==> src/rtl/inst_mem_pkg.sv <==
// Shared types and helpers for the instruction-fetch memory.
// Holds the fetch FSM states, the NOP constant and byte-address decoding.
package inst_mem_pkg;

  typedef enum logic [1:0] {
    IDLE = 2'd0,
    WAIT = 2'd1,
    RESP = 2'd2
  } state_e;

  localparam logic [31:0] NOP_INST = 32'h0000_0000;

  typedef struct packed {
    logic        err;
    logic [31:0] idx;
  } addr_map_t;

  // Word index plus error flag: misaligned, or any bit above the array range set.
  function automatic addr_map_t map_addr(input logic [63:0] addr,
                                         input int unsigned depth_log2);
    addr_map_t   m;
    logic [63:0] hi;
    hi    = addr >> (depth_log2 + 2);
    m.err = (addr[1:0] != 2'b00) || (hi != '0);
    m.idx = 32'((addr >> 2) & ((64'd1 << depth_log2) - 64'd1));
    return m;
  endfunction

endpackage

==> src/rtl/inst_mem_array.sv <==
// DEPTH x DATA_W instruction storage: one synchronous write port and one
// synchronous read-enabled port; a same-edge collision returns the old word.
module inst_mem_array #(
  parameter int unsigned       DATA_W     = 32,
  parameter int unsigned       DEPTH_LOG2 = 3,
  parameter logic [DATA_W-1:0] INIT       = '0
) (
  input  logic                  clk,
  input  logic                  rst,
  input  logic                  we_i,
  input  logic [DEPTH_LOG2-1:0] widx_i,
  input  logic [DATA_W-1:0]     wdata_i,
  input  logic                  re_i,
  input  logic [DEPTH_LOG2-1:0] ridx_i,
  output logic [DATA_W-1:0]     rdata_o
);

  localparam int unsigned DEPTH = 1 << DEPTH_LOG2;

  // Contents survive reset; only the read register is cleared.
  logic [DATA_W-1:0] mem_q [DEPTH] = '{default: INIT};
  logic [DATA_W-1:0] rdata_q;

  always_ff @(posedge clk) begin
    if (we_i) begin
      mem_q[widx_i] <= wdata_i;
    end
    if (!rst) begin
      rdata_q <= '0;
    end else if (re_i) begin
      rdata_q <= mem_q[ridx_i];
    end
  end

  assign rdata_o = rdata_q;

endmodule

==> src/rtl/inst_rom.sv <==
// Instruction-fetch memory: one outstanding fetch, LATENCY wait states,
// req/ready -> rvalid handshake, range/alignment error flag and a load port.
module inst_rom
  import inst_mem_pkg::*;
#(
  parameter int unsigned       DATA_W     = 32,
  parameter int unsigned       ADDR_W     = 32,
  parameter int unsigned       DEPTH_LOG2 = 3,
  parameter int unsigned       LATENCY    = 1,
  parameter logic [DATA_W-1:0] RESET_INST = DATA_W'(NOP_INST)
) (
  input  logic                  clk,
  input  logic                  rst,
  input  logic                  req_i,
  input  logic [ADDR_W-1:0]     addr_i,
  output logic                  ready_o,
  output logic                  rvalid_o,
  output logic [DATA_W-1:0]     rdata_o,
  output logic                  rerr_o,
  output logic                  busy_o,
  input  logic                  load_en_i,
  input  logic [DEPTH_LOG2-1:0] load_idx_i,
  input  logic [DATA_W-1:0]     load_data_i
);

  localparam logic [3:0] CNT_INIT = (LATENCY > 0) ? 4'(LATENCY - 1) : 4'd0;

  state_e              state_q, state_d;
  logic [3:0]          cnt_q, cnt_d;
  logic [ADDR_W-1:0]   addr_q, addr_d;
  logic                rvalid_q, rvalid_d;
  logic                rerr_q, rerr_d;
  logic                busy_q, busy_d;

  logic                accept;
  logic                rd_fire;
  logic                rd_en;
  logic                idx_ok;
  logic [ADDR_W-1:0]   rd_addr;
  addr_map_t           rd_map;
  logic [DATA_W-1:0]   mem_rdata;

  assign ready_o = (state_q != WAIT) && rst;

  always_comb begin
    accept   = req_i && ready_o;
    state_d  = state_q;
    cnt_d    = cnt_q;
    addr_d   = addr_q;
    rvalid_d = 1'b0;
    rerr_d   = rerr_q;
    busy_d   = 1'b0;
    rd_fire  = 1'b0;
    rd_addr  = addr_q;

    case (state_q)
      WAIT: begin
        if (cnt_q == '0) begin
          rd_fire = 1'b1;
          state_d = RESP;
        end else begin
          cnt_d  = cnt_q - 4'd1;
          busy_d = 1'b1;
        end
      end
      default: begin
        if (accept) begin
          addr_d = addr_i;
          // Zero wait states read straight from the incoming address on the accept edge.
          if (LATENCY == 0) begin
            rd_fire = 1'b1;
            rd_addr = addr_i;
            state_d = RESP;
          end else begin
            state_d = WAIT;
            cnt_d   = CNT_INIT;
            busy_d  = 1'b1;
          end
        end else begin
          state_d = IDLE;
        end
      end
    endcase

    rd_map = map_addr(64'(rd_addr), DEPTH_LOG2);
    if (rd_fire) begin
      rvalid_d = 1'b1;
      rerr_d   = rd_map.err;
    end
  end

  assign idx_ok = (rd_map.idx >> DEPTH_LOG2) == '0;
  assign rd_en  = rd_fire && !rd_map.err && idx_ok && rst;

  always_ff @(posedge clk) begin
    if (!rst) begin
      state_q  <= IDLE;
      cnt_q    <= '0;
      addr_q   <= '0;
      rvalid_q <= 1'b0;
      rerr_q   <= 1'b0;
      busy_q   <= 1'b0;
    end else begin
      state_q  <= state_d;
      cnt_q    <= cnt_d;
      addr_q   <= addr_d;
      rvalid_q <= rvalid_d;
      rerr_q   <= rerr_d;
      busy_q   <= busy_d;
    end
  end

  inst_mem_array #(
    .DATA_W    (DATA_W),
    .DEPTH_LOG2(DEPTH_LOG2),
    .INIT      (RESET_INST)
  ) u_mem (
    .clk    (clk),
    .rst    (rst),
    .we_i   (load_en_i),
    .widx_i (load_idx_i),
    .wdata_i(load_data_i),
    .re_i   (rd_en),
    .ridx_i (rd_map.idx[DEPTH_LOG2-1:0]),
    .rdata_o(mem_rdata)
  );

  // The error flag stays registered with the response, so the NOP substitution holds too.
  assign rdata_o  = rerr_q ? RESET_INST : mem_rdata;
  assign rvalid_o = rvalid_q;
  assign rerr_o   = rerr_q;
  assign busy_o   = busy_q;

endmodule

==> config.mk <==
export PLATFORM = sky130hd
export DESIGN_NAME = inst_rom
export DESIGN_NICKNAME = d
export VERILOG_FILES = /design/src/rtl/inst_mem_pkg.sv /design/src/rtl/inst_mem_array.sv /design/src/rtl/inst_rom.sv
export SDC_FILE = /design/constraint.sdc
export NUM_CORES = 1
export LEC_CHECK = 0
export ABC_CLOCK_PERIOD_IN_PS = 3400
export BUFFER_PORTS_ARGS = -buffer_cell sky130_fd_sc_hd__buf_2
export CORE_MARGIN = 4
export CORE_UTILIZATION = 35
export CTS_BUF_LIST = sky130_fd_sc_hd__clkbuf_8
export DETAILED_ROUTE_END_ITERATION = 10
export HOLD_SLACK_MARGIN = 0.12
export PLACE_DENSITY = 0.48
export SKIP_LAST_GASP = 1
export SLEW_MARGIN = 40
export SYNTH_ARGS = -nofsm -noshare
export SYNTH_HDL_FRONTEND = slang
export SYNTH_SLANG_ARGS = --single-unit
==> constraint.sdc <==
create_clock -name clk -period 3.4 [get_ports clk]
set_input_delay 0.34 -clock clk [delete_from_list [all_inputs] [get_ports clk]]
set_output_delay 0.34 -clock clk [all_outputs]
set_load 0.03 [all_outputs]
==> impl_metrics.ini, run 1 <==
[clocking]
clkLatencyLatePin_ns = 0.63
ctsResizeCount = 0
cts_hold_buf = 65
cts.sinks = 329
cts_tree = yes
cts_buffers = 56
clk_pin_slew_ns = 0.06
cts_setup_buffers = 0
root_buffer = clkbuf_8
cts_max_path_buffers = 3
htreeDepth = 2

[outcome]
status = completed

[placement]
post-place-cells = 1299
dp_hpwl_microns = 17100
place_ws_ns = 1.09
place_area_sq_um = 13900
port_buffers = 106
gp_routability_congestion = 0.713

[worst_setup_path]
start_kind = flop
crit_buf_inv = 2
critPathCaptureType = flop
worstPathRequired_ns = 3.88
path_cells = inv_1 > ha_1 > or3b_1 > or2_2 > buf_4 > o31ai_1 > a21oi_1
crit_fanout = 23
crit_family = simple AND/OR/NAND/NOR gates
critPathArrivalTime_ns = 2.81
crit_path_max_incr_delay_ns = 0.56
critical_path_class = flop to flop
critical-path-slowest-cell = or2_2

[final_layout]
final_cells = 1469
layout_commonest_cell = edfxtp_1
drive_above_1_share_pct = 31.9
fin_area_sq_um = 15800
finalNetCount = 1034
mostFrequentLayoutCells = edfxtp_1 (256), buf_2 (106), dfxtp_1 (70), nand2_1 (68), clkbuf_8 (66)
fin_util_pct = 44.2
insertedDiodeCount = 0
area_growth_pct = 23.9

[route]
drc = 0
vias = 7303
drtIter0Drc = 426
ant_nets = 0
postRouteWirelength_microns = 30800
vias_per_cell = 4.97
wl_per_cell_microns = 20.9
drtPass1Iterations = 4

[power_and_ir_drop]
p_leak_nw = 5.37
power_density_nw_per_um2 = 566
vdd_drop_max_mv = 0.242

[timing]
finalSetupViolations = 0
layout_min_cycle_time_ns = 2.33
rsz0062_at_grt = false
finalCritPeriodShare_pct = 68.5
skew_ns = 0.0219
hold_viol = 0
setup_ws_ns = 1.07
fmax_mhz = 429
tightest_slew_ns = 0.804
slew_violations = 0
relSlewSlack_pct = 46.1
tns_ns = 0

[global_route]
antenna_found_initial = 0
grt_pass1_wl_microns = 46500
grt_max_degree = 65
grt_pass1_vias = 7667
grt_use_total_pct = 15.6
grt_overflow = 0

[run]
drv_cap = 0

[synthesis]
syn_inst = 766
yosysTopAreaCell = edfxtp_1
seq_area_frac_synth_pct = 71.7
synth.distinct_cells = 28
synth.yosys.warnings = 0
syn-cell-area_sq_um = 12800
synth_nets = 839
ys_seq_elements = 329
ys_top_cells_by_area = edfxtp_1 (60%), dfxtp_1 (11%), mux4_2 (11%), mux2_2 (2.8%), nand2_1 (2.0%)
avgSynthCellArea_sq_um = 16.7
yosysTopAreaCellShare_pct = 60.2

[die]
dieArea_sq_um = 39600
die_y_microns = 199
io-pin-count = 107
start_util_pct = 35.7
coreArea_sq_um = 35700
num_rows = 69
dieWidth_microns = 199

[hold_path]
hold_class = primary input to flop
power by group:
part           switching [mW]  internal [mW]  leakage, nW  total, mW
clock network            1.61           2.16        0.673       3.77
registers              0.0520           4.47         2.92       4.52
logic                   0.353          0.301         1.78      0.654
total                    2.02           6.93         5.37       8.95
routing by layer:
layer	global-route usage [%]	share of wire, %
met4	4.23	1.9
met3	3.79	5.7
met2	24.3	46
met5	0	0
met1	22.0	46
state kept, by name (all words and copies together), names as in the netlist:
register and cells:
rvalid_o 1, u_mem.rdata_o 32, u_mem.mem_q 256, state_q 2, rerr_o 1, addr_q 32
cnt_q 4, busy_o 1
metrics by stage:
stage          hold WS [ns]  power [mW]
2_1_floorplan         0.436        4.97
5_1_grt               0.141        9.33
3_3_place_gp          0.446        5.21
4_1_cts               0.130        9.08
3_5_place_dp          0.451        5.21
6_report              0.192        8.95
logic make-up (layout without fill, tap and decap cells):
kind of cell / count (synthesis) / after routing / share of synthesized area [%]
flops: 329 / 329 / 71.7
simple gates: 174 / 174 / 6.90
compound gates: 102 / 102 / 4.64
mux: 96 / 96 / 14.1
buf+inv: 61 / 303 / 2.32
fa+ha+maj: 2 / 2 / 0.196
xor+xnor: 2 / 2 / 0.137
cell usage after synthesis:
library cell,number
and3_1,1
and4_1,2
or2_1,1
nor2_1,13
buf_4,6
nand4_1,34
dfxtp_1,73
nand2_1,68
nand3_1,6
xor2_1,2
a21oi_1,36
inv_1,3
or3b_1,1
nand2b_1,4
nor2b_1,33
nor3_1,4
mux2_2,32
nor4_1,6
clkbuf_1,36
o21ai_0,33
ha_1,2
a31oi_1,1
mux4_2,64
o31ai_1,32
buf_2,12
edfxtp_1,256
or2_2,1
buf_6,4
worst paths after layout:
kind                    start            endpoint  slack [ns]  cells after the start
min reg2reg  u_mem.rdata_o[6]    u_mem.rdata_o[6]        0.46                      2
max reg2reg          cnt_q[0]   u_mem.rdata_o[30]        1.07                      7
max                  cnt_q[0]   u_mem.rdata_o[30]        1.07                      7
min             load_idx_i[1]  u_mem.mem_q[4][21]        0.19                      2
layout make-up:
type | count | area (sq um)
Fill cell | 3207 | 19900
Sequential cell | 329 | 9160
Multi-Input combinational cell | 376 | 3380
Timing Repair Buffer | 195 | 1460
Clock buffer | 66 | 908
Tap cell | 461 | 577
Clock inverter | 39 | 315
Inverter | 3 | 11.3
Power figures use the tool's default switching activity.
==> run 2, diff against run 1 <==
- ABC_CLOCK_PERIOD_IN_PS: 3400 -> 2300
- clock period: 3.4 -> 2.3 ns (I/O delays scaled with it)
==> run 2 against run 1 <==
Against the previous run: register-to-register slack got worse by 0.88 ns; hold slack improved by 0.040 ns; final area decreased by 0.11%; sequential share of layout area increased by 0.065 points; count of clock-buffer cells in the layout decreased by 9; power increased by 39%; critical endpoint is now addr_q[4]; highest routed layer unchanged.
==> impl_metrics.ini, run 2 (synthesis gave the netlist of run 1 again) <==
[route]
ant_nets = 0
drtIter0Drc = 473
vias_per_cell = 4.97
vias = 7357
postRouteWirelength_microns = 31100
drc = 0
drtPass1Iterations = 4
wl_per_cell_microns = 21.0

[hold_path]
worstHoldPathCells = 3
hp-start = load_idx_i[0]
min_to = u_mem.mem_q[4][5]
hold_class = primary input to flop

[final_layout]
largest_reg_flops = 256
registers.top_by_ff_count = u_mem.mem_q
area_growth_pct = 23.7
final_cells = 1481
finalNetCount = 1044
layout_commonest_cell = edfxtp_1
drive_above_1_share_pct = 30.6
fin_area_sq_um = 15800
mostFrequentLayoutCells = edfxtp_1 (256), buf_2 (106), dfxtp_1 (70), nand2_1 (68), dlygate4sd3_1 (68)
fin_util_pct = 44.2

[clocking]
cts_max_path_buffers = 3
root_buffer = clkbuf_8
htreeDepth = 2
clk_pin_slew_ns = 0.07
cts_tree = yes
clkLatencyLatePin_ns = 0.63
cts.sinks = 329
cts_setup_buffers = 0
cts_buffers = 57

[placement]
dp_hpwl_microns = 17100
port_buffers = 106
place_ws_ns = 0.298
post-place-cells = 1305
gp_routability_congestion = 0.730
place_area_sq_um = 14100

[die]
num_rows = 69
die_y_microns = 199
io-pin-count = 107
start_util_pct = 35.7
coreArea_sq_um = 35700
dieWidth_microns = 199
dieArea_sq_um = 39600

[worst_setup_path]
timing.rr.start = state_q[1]
r2r_setup_slack_ns = 0.19
critPathArrivalTime_ns = 2.61
critical_path_class = flop to flop
critPathCaptureType = flop
crit_fanout = 35
start_kind = flop
r2r_end = addr_q[4]
worstPathRequired_ns = 2.80
r2r_cells = 5

[global_route]
grt_pass1_wl_microns = 47400
grt_max_degree = 66
grt_use_total_pct = 15.8
grt_pass1_vias = 7939
grt_overflow = 0
antenna_found_initial = 1

[power_and_ir_drop]
total_power_mw = 12.4
power_density_nw_per_um2 = 786
vdd_drop_max_mv = 0.404
p_leak_nw = 5.35

[timing]
setup_ws_ns = 0.192
slew_violations = 0
tightest_slew_ns = 0.528
rsz0062_at_grt = false
finalSetupViolations = 0
fin_hold_ws_ns = 0.232
relSlewSlack_pct = 64.8
skew_ns = 0.0240
layout_min_cycle_time_ns = 2.11
tns_ns = 0
hold_viol = 0
fmax_mhz = 474
finalCritPeriodShare_pct = 91.6

[outcome]
status = completed

[run]
drv_cap = 0
## run 2: cell types whose count changed in the layout (fill, tap and decap cells not counted), moves of 3 or more
cell	delta
buf_4	-3
clkbuf_8	-9
bufinv_16	-5
clkinv_1	+15
buf_12	+9
dlygate4sd3_1	+3
## run 2: critical path: stages (launching register included)
cell,delay (ns)
dfxtp_1,0.33
nand2b_1,0.21
and3_2,0.53
buf_12,0.24
o21ai_0,0.11
dlygate4sd3_1,0.56
## run 2: report_power, final
| group | switching, mW | internal, mW |
|---|---|---|
| logic | 0.533 | 0.481 |
| registers | 0.0746 | 6.61 |
| clock network | 2.38 | 2.33 |
| total | 2.99 | 9.41 |
## run 2: per-layer routing
layer / global-route usage, % / vias to the layer above / part of all wire [%]
met5: 0 / - / 0
met4: 4.15 / 0 / 1.8
met3: 3.62 / 45 / 5.9
met2: 24.7 / 219 / 46
met1: 22.6 / 3660 / 47
li1: - / 3433 / -
## run 2: what timing repair did
action,CTS,global route
endpoints found under the hold margin,295,0
resized for setup,0,0
hold buffers,68,0
## run 2: worst max-delay path by stage
stage,from,to,slack (ns),cells past startpoint
2_1_floorplan,load_idx_i[2],u_mem.mem_q[1][0],0.08,2
3_3_place_gp,cnt_q[0],u_mem.rdata_o[0],0.32,8
3_5_place_dp,cnt_q[0],u_mem.rdata_o[28],0.30,8
4_1_cts,state_q[1],addr_q[4],0.21,5
5_1_grt,state_q[1],addr_q[4],0.09,6
6_report,state_q[1],addr_q[4],0.19,5
## run 2: final cells by class
type | count | area, sq um
multi-input cells | 376 | 3390
clock buffers | 57 | 785
diodes | 1 | 2.50
inverters | 3 | 11.3
well taps | 461 | 577
repair buffers | 204 | 1650
flip-flops and latches | 329 | 9160
clock inverters | 50 | 223
fillers | 3230 | 20000
